## src/rtl/speck_pkg.sv

```systemverilog
// Shared SPECK128/128 constants and FSM encodings, used by the encryption
// datapath and by the encrypt/decrypt key schedules.
package speck_pkg;

    localparam int WORD   = 64;
    localparam int ROUNDS = 32;
    localparam int ALPHA  = 8;
    localparam int BETA   = 3;

    localparam logic [3:0] ST_IDLE = 4'd0;
    localparam logic [3:0] ST_RUN  = 4'd1;
    localparam logic [3:0] ST_DONE = 4'd2;

    typedef enum logic [3:0] {
        IDLE = ST_IDLE,
        RUN  = ST_RUN,
        DONE = ST_DONE
    } state_t;

endpackage

```

## src/rtl/speck_encrypt_datapath_round.sv

```systemverilog
// One SPECK round: x' = (ROR(x,ALPHA) + y) ^ k, y' = ROL(y,BETA) ^ x'.
// Purely combinational; the key schedule reuses it with k = round index.
module speck_round #(
    parameter int WORD = speck_pkg::WORD
) (
    input  logic [WORD-1:0] x,
    input  logic [WORD-1:0] y,
    input  logic [WORD-1:0] k,
    output logic [WORD-1:0] x_next,
    output logic [WORD-1:0] y_next
);
    import speck_pkg::*;

    logic [WORD-1:0] x_ror;
    logic [WORD-1:0] y_rol;

    assign x_ror  = {x[ALPHA-1:0], x[WORD-1:ALPHA]};
    assign y_rol  = {y[WORD-1-BETA:0], y[WORD-1:WORD-BETA]};
    // Add wraps modulo 2^WORD; the carry-out is deliberately dropped.
    assign x_next = (x_ror + y) ^ k;
    assign y_next = y_rol ^ x_next;

endmodule

```

## src/rtl/speck_encrypt_datapath.sv

```systemverilog
// Iterative SPECK128/128 encryption: latches plaintext on start, applies one
// round per accepted round key, then presents the ciphertext for one DONE cycle.
module speck_encrypt_datapath #(
    parameter int ROUNDS = speck_pkg::ROUNDS,
    parameter int WORD   = speck_pkg::WORD
) (
    input  logic              clk,
    input  logic              rst_n,
    input  logic              signal_start,
    input  logic [2*WORD-1:0] plaintext,
    input  logic [WORD-1:0]   round_key,
    input  logic              rk_valid,
    output logic              rk_ready,
    output logic [2*WORD-1:0] ciphertext,
    output logic              finished,
    output logic [3:0]        state_response
);
    import speck_pkg::*;

    localparam int               RND_W    = $clog2(ROUNDS);
    localparam logic [RND_W-1:0] LAST_RND = RND_W'(ROUNDS - 1);

    state_t           state_q;
    state_t           state_d;
    logic [RND_W-1:0] rnd;
    logic [WORD-1:0]  x;
    logic [WORD-1:0]  y;
    logic [WORD-1:0]  x_nx;
    logic [WORD-1:0]  y_nx;
    logic             accept;
    logic             last;

    speck_round #(.WORD(WORD)) u_round (
        .x      (x),
        .y      (y),
        .k      (round_key),
        .x_next (x_nx),
        .y_next (y_nx)
    );

    assign accept = (state_q == RUN) && rk_valid;
    assign last   = accept && (rnd == LAST_RND);

    always_comb begin
        state_d = state_q;
        case (state_q)
            IDLE:    if (signal_start) state_d = RUN;
            RUN:     if (last) state_d = DONE;
            DONE:    state_d = IDLE;
            default: state_d = IDLE;
        endcase
    end

    always_ff @(posedge clk or negedge rst_n) begin
        if (!rst_n) begin
            state_q <= IDLE;
        end else begin
            state_q <= state_d;
        end
    end

    always_ff @(posedge clk or negedge rst_n) begin
        if (!rst_n) begin
            rnd        <= '0;
            x          <= '0;
            y          <= '0;
            ciphertext <= '0;
        end else if (state_q == IDLE && signal_start) begin
            rnd <= '0;
            x   <= plaintext[2*WORD-1:WORD];
            y   <= plaintext[WORD-1:0];
        end else if (accept) begin
            rnd <= rnd + 1'b1;
            x   <= x_nx;
            y   <= y_nx;
            // Only the final round's result is exposed, so the output never shows intermediates.
            if (last) ciphertext <= {x_nx, y_nx};
        end
    end

    // Handshake and status are pure decodes of the state register.
    assign rk_ready       = (state_q == RUN);
    assign finished       = (state_q == DONE);
    assign state_response = state_q;

endmodule

```

## config.mk

```make
export PLATFORM = sky130hd
export DESIGN_NAME = speck_encrypt_datapath
export DESIGN_NICKNAME = d
export VERILOG_FILES = /design/src/rtl/speck_pkg.sv /design/src/rtl/speck_encrypt_datapath_round.sv /design/src/rtl/speck_encrypt_datapath.sv
export SDC_FILE = /design/constraint.sdc
export NUM_CORES = 1
export LEC_CHECK = 0
export ABC_AREA = 0
export CELL_PAD_IN_SITES_DETAIL_PLACEMENT = 0
export CELL_PAD_IN_SITES_GLOBAL_PLACEMENT = 1
export CORE_MARGIN = 3
export CORE_UTILIZATION = 30
export CTS_CLUSTER_SIZE = 40
export DETAILED_ROUTE_END_ITERATION = 7
export GPL_ROUTABILITY_DRIVEN = 1
export GPL_TIMING_DRIVEN = 0
export PLACE_DENSITY_LB_ADDON = 0.1
export RECOVER_POWER = 100
export SETUP_SLACK_MARGIN = 0.05
export SYNTH_ARGS = -nofsm -noshare
export SYNTH_HDL_FRONTEND = slang
export SYNTH_HIERARCHICAL = 1
export SYNTH_SLANG_ARGS = --single-unit
```

## constraint.sdc

```tcl
create_clock -name clk -period 8.9 [get_ports clk]
set_input_delay 1.78 -clock clk [delete_from_list [all_inputs] [get_ports clk]]
set_output_delay 1.78 -clock clk [all_outputs]
set_load 0.01 [all_outputs]
```

# Word-level counts from Yosys, hierarchy flattened
# Index checks and enable logic that the tools add are counted.
# word_totals
register_bits,265
in_bits,196
# classes
add_sub_neg,2
eq_ne,5
n_mux,9
n_bitwise,3
reduce_logical,7
# ops
cell,count
2-to-1 mux 64 bit,4
bitwise XOR 64 bit,2
adder 64 bit,1
2-to-1 mux 5 bit,2
2-to-1 mux 4 bit,2
one-hot mux 4 bit (2 select lines),1
adder 5 x 1 -> 5 bit (second input constant),1
equality test 5 bit (second input constant),1
equality test 4 x 1 -> 1 bit (second input constant),1
equality test 4 x 2 -> 1 bit (second input constant),1
zero test 4 bit,1
logical AND 1 bit,3
AND reduction 3 bit,1
!= test 2 x 1 -> 1 bit (second input constant),1
!= test 2 bit (second input constant),1
AND reduction 2 bit,1
nonzero test 2 bit,1
NOT 1 bit,1

# Depth between registers and ports, before layout
# Gate-level depths: netlist (run 1).
# logic_depth
word_depth,5
mapped_depth,14

# Cells and area by module
# Netlist (run 1), hierarchy kept.
# by_module_without_submodules
module,instances,cells_per_inst,area_per_inst_um2
speck_encrypt_datapath,1,874,11049.3
speck_round,1,734,5346.4

# Worst setup path after synthesis (run 1)
# OpenSTA, ideal clock, no wires.
# synth_path
path_type,in2reg
from,input port round_key[56]
to,register ciphertext[56]
setup_ns,0.125
arrival_time_ns,3.033
path_slack_ns,5.742
cell_stages,7
n_path_buf,0
path_cell_list,xnor2_1 > a2111oi_0 > nand2_1 > nand3_1 > a211o_1 > xor2_1 > mux2_4
# synth_via
elab_chain_len,2
# synth_rtl
element,line_no,source
"start, declared",speck_encrypt_datapath.sv:11,"input logic [WORD-1:0] round_key,"
bitwise XOR 64 bit,speck_encrypt_datapath_round.sv:20,assign x_next = (x_ror + y) ^ k;
net x_nx[56],speck_encrypt_datapath.sv:28,logic [WORD-1:0] x_nx;
bitwise XOR 64 bit,speck_encrypt_datapath_round.sv:21,assign y_next = y_rol ^ x_next;
net y_nx[56],speck_encrypt_datapath.sv:29,logic [WORD-1:0] y_nx;
"end signal, assigned",speck_encrypt_datapath.sv:77,"if (last) ciphertext <= {x_nx, y_nx};"
"end, declared",speck_encrypt_datapath.sv:14,"output logic [2*WORD-1:0] ciphertext,"
# The timed path passes the listed nets, and every way through them passes these cells.
# A chain may end at the register's enable or synchronous reset.

# Worst setup path in the final report (run 1)
# layout_path
from,input port signal_start
to,register y[57]
# layout_via
elab_chain_len,2
# layout_rtl
element,line_no,source
"start, declared",speck_encrypt_datapath.sv:9,"input logic signal_start,"
logical AND 1 bit (*),speck_encrypt_datapath.sv:68,end else if (state_q == IDLE && signal_start) begin
2-to-1 mux 64 bit / nonzero test 2 bit (equally long branches),--,
"end signal, assigned",speck_encrypt_datapath.sv:71,y <= plaintext[WORD-1:0];
"end signal, assigned",speck_encrypt_datapath.sv:75,y <= y_nx;
"end, declared",speck_encrypt_datapath.sv:27,logic [WORD-1:0] y;
# Every way passes the cells marked *; elsewhere a longest branch is shown, timed or not.

==> results of run 1 <==
==> synth_stat cells (3+ instances only) <==
library cell / count / area (sq um)
sky130_fd_sc_hd__nand2_1: 187 / 702
sky130_fd_sc_hd__nand3_1: 139 / 696
sky130_fd_sc_hd__nor3_1: 7 / 35.0
sky130_fd_sc_hd__xnor2_1: 88 / 771
sky130_fd_sc_hd__nand2b_1: 4 / 25.0
sky130_fd_sc_hd__clkbuf_1: 38 / 143
sky130_fd_sc_hd__a21oi_1: 71 / 355
sky130_fd_sc_hd__buf_6: 12 / 135
sky130_fd_sc_hd__buf_1: 4 / 15.0
sky130_fd_sc_hd__a21oi_2: 6 / 52.6
sky130_fd_sc_hd__nor2b_1: 8 / 50.1
sky130_fd_sc_hd__buf_4: 3 / 22.5
sky130_fd_sc_hd__and3_1: 5 / 31.3
sky130_fd_sc_hd__mux2_2: 30 / 338
sky130_fd_sc_hd__o211ai_1: 5 / 37.5
sky130_fd_sc_hd__xnor3_1: 3 / 67.6
sky130_fd_sc_hd__nor4_1: 3 / 18.8
sky130_fd_sc_hd__a21o_1: 36 / 270
sky130_fd_sc_hd__a21boi_0: 3 / 22.5
sky130_fd_sc_hd__o21a_1: 9 / 67.6
sky130_fd_sc_hd__a31oi_1: 13 / 81.3
sky130_fd_sc_hd__o21bai_1: 9 / 67.6
sky130_fd_sc_hd__ha_1: 65 / 813
sky130_fd_sc_hd__mux2_4: 98 / 1470
sky130_fd_sc_hd__nand4_1: 33 / 206
sky130_fd_sc_hd__a22oi_1: 126 / 946
sky130_fd_sc_hd__buf_2: 56 / 280
sky130_fd_sc_hd__inv_1: 18 / 67.6
sky130_fd_sc_hd__xor2_1: 97 / 850
sky130_fd_sc_hd__dfrtp_1: 263 / 6580
sky130_fd_sc_hd__and2_1: 4 / 25.0
sky130_fd_sc_hd__or3_1: 3 / 18.8
sky130_fd_sc_hd__xnor2_2: 5 / 81.3
sky130_fd_sc_hd__o21ai_1: 5 / 25.0
sky130_fd_sc_hd__nand3b_1: 3 / 22.5
sky130_fd_sc_hd__nor2_1: 42 / 158
sky130_fd_sc_hd__o21ai_0: 46 / 230
==> logic make-up (layout without fill, tap and decap cells) <==
family / after synthesis / in the layout
AND/OR/NAND/NOR: 458 / 458
AO/OA/AOI/OAI: 367 / 367
flip-flops: 263 / 263
XOR/XNOR: 193 / 193
buffers and inverters: 132 / 520
multiplexers: 128 / 128
adder cells (fa/ha/maj): 66 / 66
other: 1 / 5
==> power groups by stage <==
stage,combinational (uW),sequential (uW),clock [uW]
global placement,6140,1890,0
global route,6680,1910,1500
floorplan,4380,1760,0
detailed placement,6150,1890,0
finish,6040,1870,1410
CTS,6190,1880,1450
==> state kept, by name, summed over array words and instances, names as in the netlist <==
register and flops:
ciphertext 128, x 64, y 64, rnd 5
state_response 2
==> stage by stage <==
step                      worst slack, ns  TNS [ns]  util (%)  cell area [sq um]
after floorplan                      5.74         0         -              16400
after global placement              -6.19  -1619.00      38.1              20500
final                                3.58         0      39.5              21300
after CTS                            4.79         0      40.3              21700
after detailed placement             4.21         0      38.2              20600
after global routing                 3.37         0      39.5              21300
==> path summary, 6_finish.rpt <==
path                       slack, ns            from             end
setup / recovery                3.58    signal_start           y[57]
hold / removal                  0.48  ciphertext[85]  ciphertext[85]
setup reg to reg                4.60           y[35]  ciphertext[51]
hold reg to reg                 0.48  ciphertext[85]  ciphertext[85]
max in group asynchronous       4.99           rst_n  ciphertext[16]
min in group asynchronous       2.21           rst_n  ciphertext[28]
==> worst register-to-register path, delay by kind of cell, from the launching register on <==
kind | cells | cell delay [ns]
compound gates | 2 | 1.08
xor+xnor | 2 | 0.53
fa+ha+maj | 1 | 0.31
buf+inv | 1 | 0.30
flops | 1 | 0.44
mux | 1 | 0.31
simple gates | 4 | 1.20
==> metal layers <==
metal | vias to the layer above | GRT usage [%]
met5 | - | 0
met4 | 2 | 4.03
met3 | 51 | 3.14
met2 | 346 | 34.9
met1 | 6777 | 29.6
li1 | 6534 | -
==> layout make-up <==
type	instances	area, sq um	share of cell area [%]
inverters	18	67.6	0.317
plain buffers	114	505	2.38
flip-flops and latches	263	6580	30.9
clock inverters	12	141	0.664
well taps	696	871	4.09
diodes	3	7.51	0.0353
clock buffers	47	1000	4.70
repair buffers	329	3320	15.6
multi-input cells	1214	8790	41.3
==> results.md, run 1 <==
* Net switching power figure at 4650 uW
* Total routed wirelength at 61.1 mm
* CP Max Fanout at 10
* Number of distinct library cell variants in the gate-level netlist after synthesis at 84
* Number of clock sinks at 263
* Count of flip-flops with a built-in enable after synthesis at 0
* Post-synthesis adder-cell area fraction at 5.08%
* Clock skew after layout at 0.0297 ns
* Final Hold Vio Count at 0
* Fraction of layout cells with a size suffix above 1 at 9.06%
* Outcome: finished with violations
* Number of antenna violations at the first check in global routing at 5
* Post-route insts no fill at 2696
* Hold WS at 0.483 ns
* Post-CTS Hold Fix Bufs at 0
* Number of instances in the synthesized netlist at around 1.6k
* Portion of total power attributed to combinational logic at 64.8%
* Crit share post-route at around three fifths
* Number of buffers added by the clock tree synthesis step at 34
* Total gr overflow at 0
* Clk pwr share at between 15 and 20%
* Post-synthesis simple-gate area fraction at 13.3%
* Stages on the worst setup path at 6
* Count of input and output buffers at between 300 and 400
* Initial DRT Pass Iterations at 5
* CP delay by family, top: buffers and inverters
* DP Wirelength at 48.0 mm
* Internal portion of total power at 4670 uW
* Mean number of vias per cell at 5.09
* Total core area at roughly 0.054 sq mm
* Routed WL per cell at 22.6 um
* Die span in y at 240 um
* Slowest cell delay on critical path at 1.72 ns
* Post-Synth XOR/XNOR Area at between 10% and 20%
* Clock latency on the worst-skew pair at between 0.5 and 0.6 ns
* Worst slew slack as a fraction of its limit at -99.2%
* Area fraction in compound gates after synthesis at 15.6%
* Leakage at 0.0102 uW
* Wl on met1 at 28.4 mm
* Max-cap violations at 2
* Worst hold stages at 1
* Crit-path most repeated cell: sky130_fd_sc_hd__clkbuf_1
* Nature of the critical path startpoint: input pin
* Power density of the placed cells at 438 mW/mm^2
* Cts repair resizes at 0
* Dominant combinational cell family by area after synthesis: compound AO/OA/AOI/OAI gates
* Standard cell with the maximum stage delay on the critical path: sky130_fd_sc_hd__nor3b_1
* Yosys warning count at 6
* Maximum vdd drop at about 0.15 mV
* TritonCTS clock tree: done
* P&R area growth vs syn at 29.8%
* Length in cells of the worst reg-to-reg path at 11
* Highest Signal Layer: met5
* List of cells traversed by the critical path: dlygate4sd3_1 -> nor3b_1 -> clkbuf_1 -> clkbuf_1 -> a22oi_1 -> nand2_1
* Sequential share of power at 20.1%
* Global-route usage over all layers at a little over a fifth
* Actual transition at the worst max-transition pin at 2.99 ns
* Type of the setup path with the least slack: input pin to flip-flop
* Register clock-pin slew on the reported worst setup and hold paths at 0.06 ns
* Post-synthesis mux area share at 11.0%
* Count of unresolved DRC violations after routing at 0
* Setup crit end kind: flip-flop
* Filler cells at approximately 5.4k
* CTS Buffer Depth at 3
* Detail Route met3 WL at 2.81 mm
* Routability-driven placement congestion ratio at ~0.8
* Library cell used as clock root buffer: sky130_fd_sc_hd__clkbuf_16
* RSZ-0062 raised after global routing: no
* Initial standard-cell utilization of the core at between 30% and 40%
* Number of max-slew violations in the final report at 55
* Most common flop cell mapped by yosys: sky130_fd_sc_hd__dfrtp_1
* Number of placed instances, taps included at roughly 2.6k
* # setup viols final at 0
* Per-instance average area after synthesis at approximately 10 sq um
* Total I/O pin count at 330
* Standard-cell row count at 85
* Die area at between 0.05 and 0.06 sq mm
* CTS H-tree depth at 2
* Met2 wire length at approximately 29 mm
* Count of nets left with antenna violations after detail routing at 0
* Data arrival at the endpoint of the critical path at 5.81 ns
* Switching share of power at 49.9%
* Vias in the first global route at between 10k and 15k
* Initial DRC count at 773
* Share of synthesized area occupied by flip-flops and latches at approximately 40%
* Leading cell type in the layout, fill and taps excluded: sky130_fd_sc_hd__dfrtp_1
* Most frequent cells in the layout: sky130_fd_sc_hd__dfrtp_1, sky130_fd_sc_hd__clkdlybuf4s50_1, sky130_fd_sc_hd__nand2_1
* Clock period minus worst slack at 5.32 ns
* Worst hold-check path type: flip-flop to flip-flop
* Via count of the routed design at 13.7k
* Post-CTS setup buffer count at 0
* Total buffers and inverters traversed by the critical path at 3
* Ys async rst share at between 90% and 100%
* Post-synthesis instance area at 0.0164 sq mm
* Total number of nets in the final design at 2236
* Synthesis-stage register bit count at 263
* Required time of the critical path at 9.39 ns
* Fmax at around 190 MHz
* Die outline width at 240 um
* Global-route wire length before repair at 92.1 mm
* Post-layout power at 9320 uW
* Maximum number of pins on one net before global-route repair at 110
* Violated checks: capacitance limit, slew limit
(Power assumes the default switching activity.)
==> run 2: changes to the inputs <==
==> constraint.sdc (replaced) <==
create_clock -name clk -period 4.66 [get_ports clk]
set_input_delay 0.932 -clock clk [delete_from_list [all_inputs] [get_ports clk]]
set_output_delay 0.932 -clock clk [all_outputs]
set_load 0.01 [all_outputs]
==> results.md, run 2 (synthesized netlist as in run 1, its figures left out) <==
* Violated checks: capacitance limit, slew limit
* Most frequent cells in the layout: sky130_fd_sc_hd__dfrtp_1, sky130_fd_sc_hd__clkdlybuf4s50_1, sky130_fd_sc_hd__nand2_1
* Max-cap violations at 2
* Number of buffers added by the clock tree synthesis step at 34
* Leading cell type in the layout, fill and taps excluded: sky130_fd_sc_hd__dfrtp_1
* Required time of the critical path at 5.09 ns
* Library cell used as clock root buffer: sky130_fd_sc_hd__clkbuf_16
* Standard-cell row count at 85
* Initial DRT Pass Iterations at 5
* P&R area growth vs syn at 29.3%
* TritonCTS clock tree: done
* Leakage at 0.0102 uW
* Pre-CTS setup slack at 0.624 ns
* Total gr overflow at 0
* RSZ-0062 raised after global routing: no
* Total I/O pin count at 330
* Routed WL per cell at approximately 23 um
* CP Max Fanout at 4
* Worst hold-check path type: flip-flop to flip-flop
* Final Hold Vio Count at 0
* Total routed wirelength at 61.0 mm
* Total core area at 0.0539 sq mm
* Clock skew after layout at 0.0278 ns
* Register clock-pin slew on the reported worst setup and hold paths at 0.06 ns
* Global-route usage over all layers at between 20% and 30%
* Global-route wire length before repair at 92.1 mm
* Crit share post-route at 92.4%
* Count of unresolved DRC violations after routing at 0
* Type of the setup path with the least slack: flip-flop to flip-flop
* Setup TNS at 0 ns
* CTS H-tree depth at 2
* Data arrival at the endpoint of the critical path at 4.73 ns
* DP Wirelength at 48.0 mm
* Hold WS at 0.483 ns
* Clock latency on the worst-skew pair at 0.55 ns
* Post-layout power at between 15000 and 20000 uW
* Number of max-slew violations in the final report at 55
* Count of input and output buffers at around 330
* Vias in the first global route at 14.4k
* Max FFs per register at 128
* Initial standard-cell utilization of the core at 30.4%
* Die area at 0.0575 sq mm
* Fmax at roughly 230 MHz
* Worst slew slack as a fraction of its limit at -98.3%
* Via count of the routed design at 13.7k
* Routability-driven placement congestion ratio at 0.822
* CTS Buffer Depth at 3
* Initial DRC count at 744
* Nature of the critical path startpoint: flip-flop
* Cts repair resizes at 0
* Outcome: finished with violations
* Fraction of layout cells with a size suffix above 1 at approximately 8.5%
* Layout Utilization at around two fifths
* Number of antenna violations at the first check in global routing at 5
* Clock period minus worst slack at 4.30 ns
* Die outline width at 240 um
* # setup viols final at 0
* Maximum vdd drop at 0.283 mV
* Final WS setup at 0.356 ns
* Top flop regs: ciphertext x128, x x64, y x64
* Setup crit end kind: flip-flop
* Post-CTS Hold Fix Bufs at 0
* Actual transition at the worst max-transition pin at 2.97 ns
* Die span in y at between 200 and 250 um
* Number of clock sinks at 263
* Register with the most flip-flops: ciphertext
* Total number of nets in the final design at 2236
* Maximum number of pins on one net before global-route repair at 110
* Mean number of vias per cell at 5.08
* Post-CTS setup buffer count at 0
* Count of nets left with antenna violations after detail routing at 0
* Power density of the placed cells at about 830 mW/mm^2
-- run 2: cell types whose count changed in the layout (fill, tap and decap cells not counted), moves of 2 or more --
cell / previous run / this run
sky130_fd_sc_hd__o21ai_0: 46 / 48
sky130_fd_sc_hd__o31ai_1: 2 / 4
sky130_fd_sc_hd__clkbuf_1: 64 / 62
sky130_fd_sc_hd__diode_2: 3 / 1
sky130_fd_sc_hd__a21oi_1: 72 / 75
sky130_fd_sc_hd__o221ai_2: 2 / 0
sky130_fd_sc_hd__xnor2_2: 4 / 2
sky130_fd_sc_hd__xnor2_1: 89 / 91
sky130_fd_sc_hd__a21oi_2: 5 / 3
sky130_fd_sc_hd__o221ai_1: 0 / 2
-- run 2: final timing paths --
kind	start	end	slack, ns	cells after the start
worst min-delay path	ciphertext[85]	ciphertext[85]	0.48	1
worst max register to register	y[0]	ciphertext[60]	0.36	13
max in group asynchronous	rst_n	ciphertext[16]	1.61	1
worst max-delay path	y[0]	ciphertext[60]	0.36	13
worst min register to register	ciphertext[85]	ciphertext[85]	0.48	1
min in group asynchronous	rst_n	ciphertext[28]	1.36	1
-- run 2: cell type report --
class,instances,area [sq um]
Clock inverter,12,141
Buffer,114,514
Timing Repair Buffer,329,3320
Clock buffer,47,1000
Sequential cell,263,6580
Multi-Input combinational cell,1214,8710
Tap cell,696,871
Fill cell,5434,32700
Inverter,18,67.6
Antenna cell,1,2.50
-- run 2: metal layers --
metal | part of all wire (%) | up-vias | GRT usage [%]
met1 | 47 | 6773 | 29.6
met4 | 1.3 | 4 | 4.03
li1 | - | 6526 | -
met2 | 47 | 338 | 34.9
met3 | 4.3 | 47 | 3.14
met5 | 0.056 | - | 0
-- run 2: critical path, stage by stage, from the launching register on --
cell	delay (ns)
sky130_fd_sc_hd__dfrtp_1	0.41
sky130_fd_sc_hd__ha_1	0.23
sky130_fd_sc_hd__inv_1	0.07
sky130_fd_sc_hd__fa_1	0.22
sky130_fd_sc_hd__nor2b_1	0.09
sky130_fd_sc_hd__o2111ai_1	0.35
sky130_fd_sc_hd__nand3_1	0.21
sky130_fd_sc_hd__a211oi_2	0.61
sky130_fd_sc_hd__o221ai_1	0.32
sky130_fd_sc_hd__a31oi_1	0.55
sky130_fd_sc_hd__nor3_2	0.10
sky130_fd_sc_hd__nor2_1	0.25
sky130_fd_sc_hd__xnor3_1	0.44
sky130_fd_sc_hd__mux2_1	0.31
-- run 2: per-stage QoR --
| step | cells | cell area, sq um |
|---|---|---|
| 2_1_floorplan | 1609 | 16400 |
| 3_3_place_gp | 2632 | 20500 |
| 3_5_place_dp | 2634 | 20600 |
| 4_1_cts | 2693 | 21700 |
| 5_1_grt | 2694 | 21200 |
| 6_report | 2694 | 21200 |
-- run 2: where the power goes --
part / total [uW] / internal [uW] / switching [uW]
Sequential: 3580 / 2960 / 620
Combinational: 11400 / 4270 / 7090
Clock: 2690 / 1620 / 1070
Total: 17600 / 8840 / 8790
==> run 3: changes to the inputs <==
--- a/config.mk
+++ b/config.mk
@@ -8,7 +8,7 @@
 export ABC_AREA = 0
 export CELL_PAD_IN_SITES_DETAIL_PLACEMENT = 0
 export CELL_PAD_IN_SITES_GLOBAL_PLACEMENT = 1
-export CORE_MARGIN = 3
+export CORE_MARGIN = 5
 export CORE_UTILIZATION = 30
 export CTS_CLUSTER_SIZE = 40
 export DETAILED_ROUTE_END_ITERATION = 7
==> results.md, run 3 (synthesized netlist as in run 1, its figures left out) <==
* Post-layout power at 17600 uW
* Max-cap violations at 2
* Initial standard-cell utilization of the core at 30.3%
* Clk pwr share at 15.1%
* Standard cell with the maximum stage delay on the critical path: sky130_fd_sc_hd__o31ai_1
* Max FFs per register at 128
* Storage element area at 0.00658 sq mm
* Most frequent cells in the layout: sky130_fd_sc_hd__dfrtp_1, sky130_fd_sc_hd__clkdlybuf4s50_1, sky130_fd_sc_hd__nand2_1
* Pre-CTS setup slack at 0.608 ns
* P&R area growth vs syn at 29.2%
* Number of clock sinks at 263
* Library cell used as clock root buffer: sky130_fd_sc_hd__clkbuf_16
* Initial DRC count at 738
* Final Hold Vio Count at 0
* Post-CTS Hold Fix Bufs at 0
* Portion of total power attributed to combinational logic at 64.6%
* Required time of the critical path at 5.06 ns
* Die outline width at 244 um
* Worst slew slack as a fraction of its limit at -133%
* Violated checks: capacitance limit, slew limit
* Cell area after placement at 0.0206 sq mm
* Via count of the routed design at about 14k
* Maximum vdd drop at 0.289 mV
* Actual transition at the worst max-transition pin at 3.50 ns
* Outcome: finished with violations
* CTS H-tree depth at 2
* CTS Buffer Depth at 3
* Routability-driven placement congestion ratio at 0.813
* Multi-input gate area in the final layout at 0.00871 sq mm
* Final WS setup at 0.363 ns
* Setup crit end kind: flip-flop
* CP delay by family, top: compound AO/OA/AOI/OAI gates
* Total gr overflow at 0
* Clock skew after layout at 0.0231 ns
* Sequential share of power at 20.3%
* Slowest cell delay on critical path at around 0.60 ns
* Total buffers and inverters traversed by the critical path at 2
* Crit share post-route at 92.2%
* Initial DRT Pass Iterations at 5
* Fraction of layout cells with a size suffix above 1 at 8.26%
* Leakage at 0.0101 uW
* Power density of the placed cells at 830 mW/mm^2
* Switching share of power at 49.8%
* Routed WL per cell at 22.8 um
* Setup TNS at 0 ns
* Total routed wirelength at 61.3 mm
* Register clock-pin slew on the reported worst setup and hold paths at 0.06 ns
* Post-CTS setup buffer count at 0
* DP Wirelength at 48.5 mm
* RSZ-0062 raised after global routing: no
* Number of buffers added by the clock tree synthesis step at 34
* Crit-path most repeated cell: sky130_fd_sc_hd__clkbuf_1
* Leading cell type in the layout, fill and taps excluded: sky130_fd_sc_hd__dfrtp_1
* Clock period minus worst slack at roughly 4.3 ns
* Final design instance area without fill at 0.0212 sq mm
* Count of nets left with antenna violations after detail routing at 0
* Number of max-slew violations in the final report at 67
* Total I/O pin count at 330
* Net switching power figure at just under 9000 uW
* Filler cells at ~5.6k
* Count of input and output buffers at 327
* Fmax at 233 MHz
* Die area at 0.0594 sq mm
* TritonCTS clock tree: done
* Total number of nets in the final design at 2236
* Nature of the critical path startpoint: flip-flop
* Mean number of vias per cell at 5.07
* Global-route usage over all layers at 20.2%
* Layout Utilization at 39.2%
* Standard-cell row count at 85
* Worst hold-check path type: flip-flop to flip-flop
* Number of antenna violations at the first check in global routing at 6
* # setup viols final at 0
* Type of the setup path with the least slack: flip-flop to flip-flop
* Count of unresolved DRC violations after routing at 0
* Internal portion of total power at 8820 uW
* Clock latency on the worst-skew pair at between 0.5 and 0.6 ns
* Vias in the first global route at 14.5k
* Global-route wire length before repair at 92.6 mm
* CP Max Fanout at 7
* Total core area at 0.0540 sq mm
* Die span in y at 244 um
* Top flop regs: ciphertext x128, x x64, y x64
* Register with the most flip-flops: ciphertext
* Data arrival at the endpoint of the critical path at 4.70 ns
* Cts repair resizes at 0
* Maximum number of pins on one net before global-route repair at 106
* List of cells traversed by the critical path: ha_1 -> clkbuf_1 -> a21o_1 -> a31oi_1 -> o221ai_1 -> or2_0 -> clkbuf_1 -> o2111ai_1 -> and4_4 -> o31ai_1 -> a21boi_2 -> xnor2_1 -> a22oi_1 -> nand2_1
-- run 3: changes by cell type in the layout (fill, tap and decap cells not counted), sizes merged --
| cell | change |
|---|---|
| diode | +1 |
| buf | +1 |
| clkinv | +3 |
| inv | -2 |
| clkinvlp | -1 |
-- run 3: cell type report --
cell class / instances / share of cell area, %
tap: 696 / 4.11
clock inverter: 12 / 0.579
antenna: 2 / 0.0236
sequential: 263 / 31.1
multi-input combinational: 1214 / 41.1
clock buffer: 48 / 4.66
buffer: 114 / 2.40
inverter: 18 / 0.319
timing repair buffer: 329 / 15.7
-- run 3: power by group through the flow --
stage,clock (uW),sequential (uW),combinational [uW]
2_1_floorplan,0,3370,8360
4_1_cts,2740,3580,11800
5_1_grt,2830,3650,12500
3_3_place_gp,0,3610,11700
6_report,2650,3580,11300
3_5_place_dp,0,3610,11700
-- run 3: stage by stage --
stage	hold WS (ns)	instances
after global routing	0.503	2694
after CTS	0.332	2694
after floorplan	0.471	1609
after detailed placement	0.490	2634
final	0.483	2696
after global placement	0.489	2632
-- run 3: worst paths after layout --
kind	startpoint	slack (ns)	endpoint	cells after the start
hold reg to reg	ciphertext[14]	0.48	ciphertext[14]	1
max in group asynchronous	rst_n	1.11	ciphertext[88]	1
min in group asynchronous	rst_n	1.58	ciphertext[31]	1
setup reg to reg	y[8]	0.36	y[57]	14
hold / removal	ciphertext[14]	0.48	ciphertext[14]	1
setup / recovery	y[8]	0.36	y[57]	14
-- run 3: layer usage --
metal  track usage, %  part of all wire [%]  vias to the layer above
met3             2.95                   4.2                       70
met2             33.4                    47                      336
li1                 -                     -                     6538
met4             4.80                   2.0                        2
met5                0                 0.021                        -
met1             27.9                    46                     6732
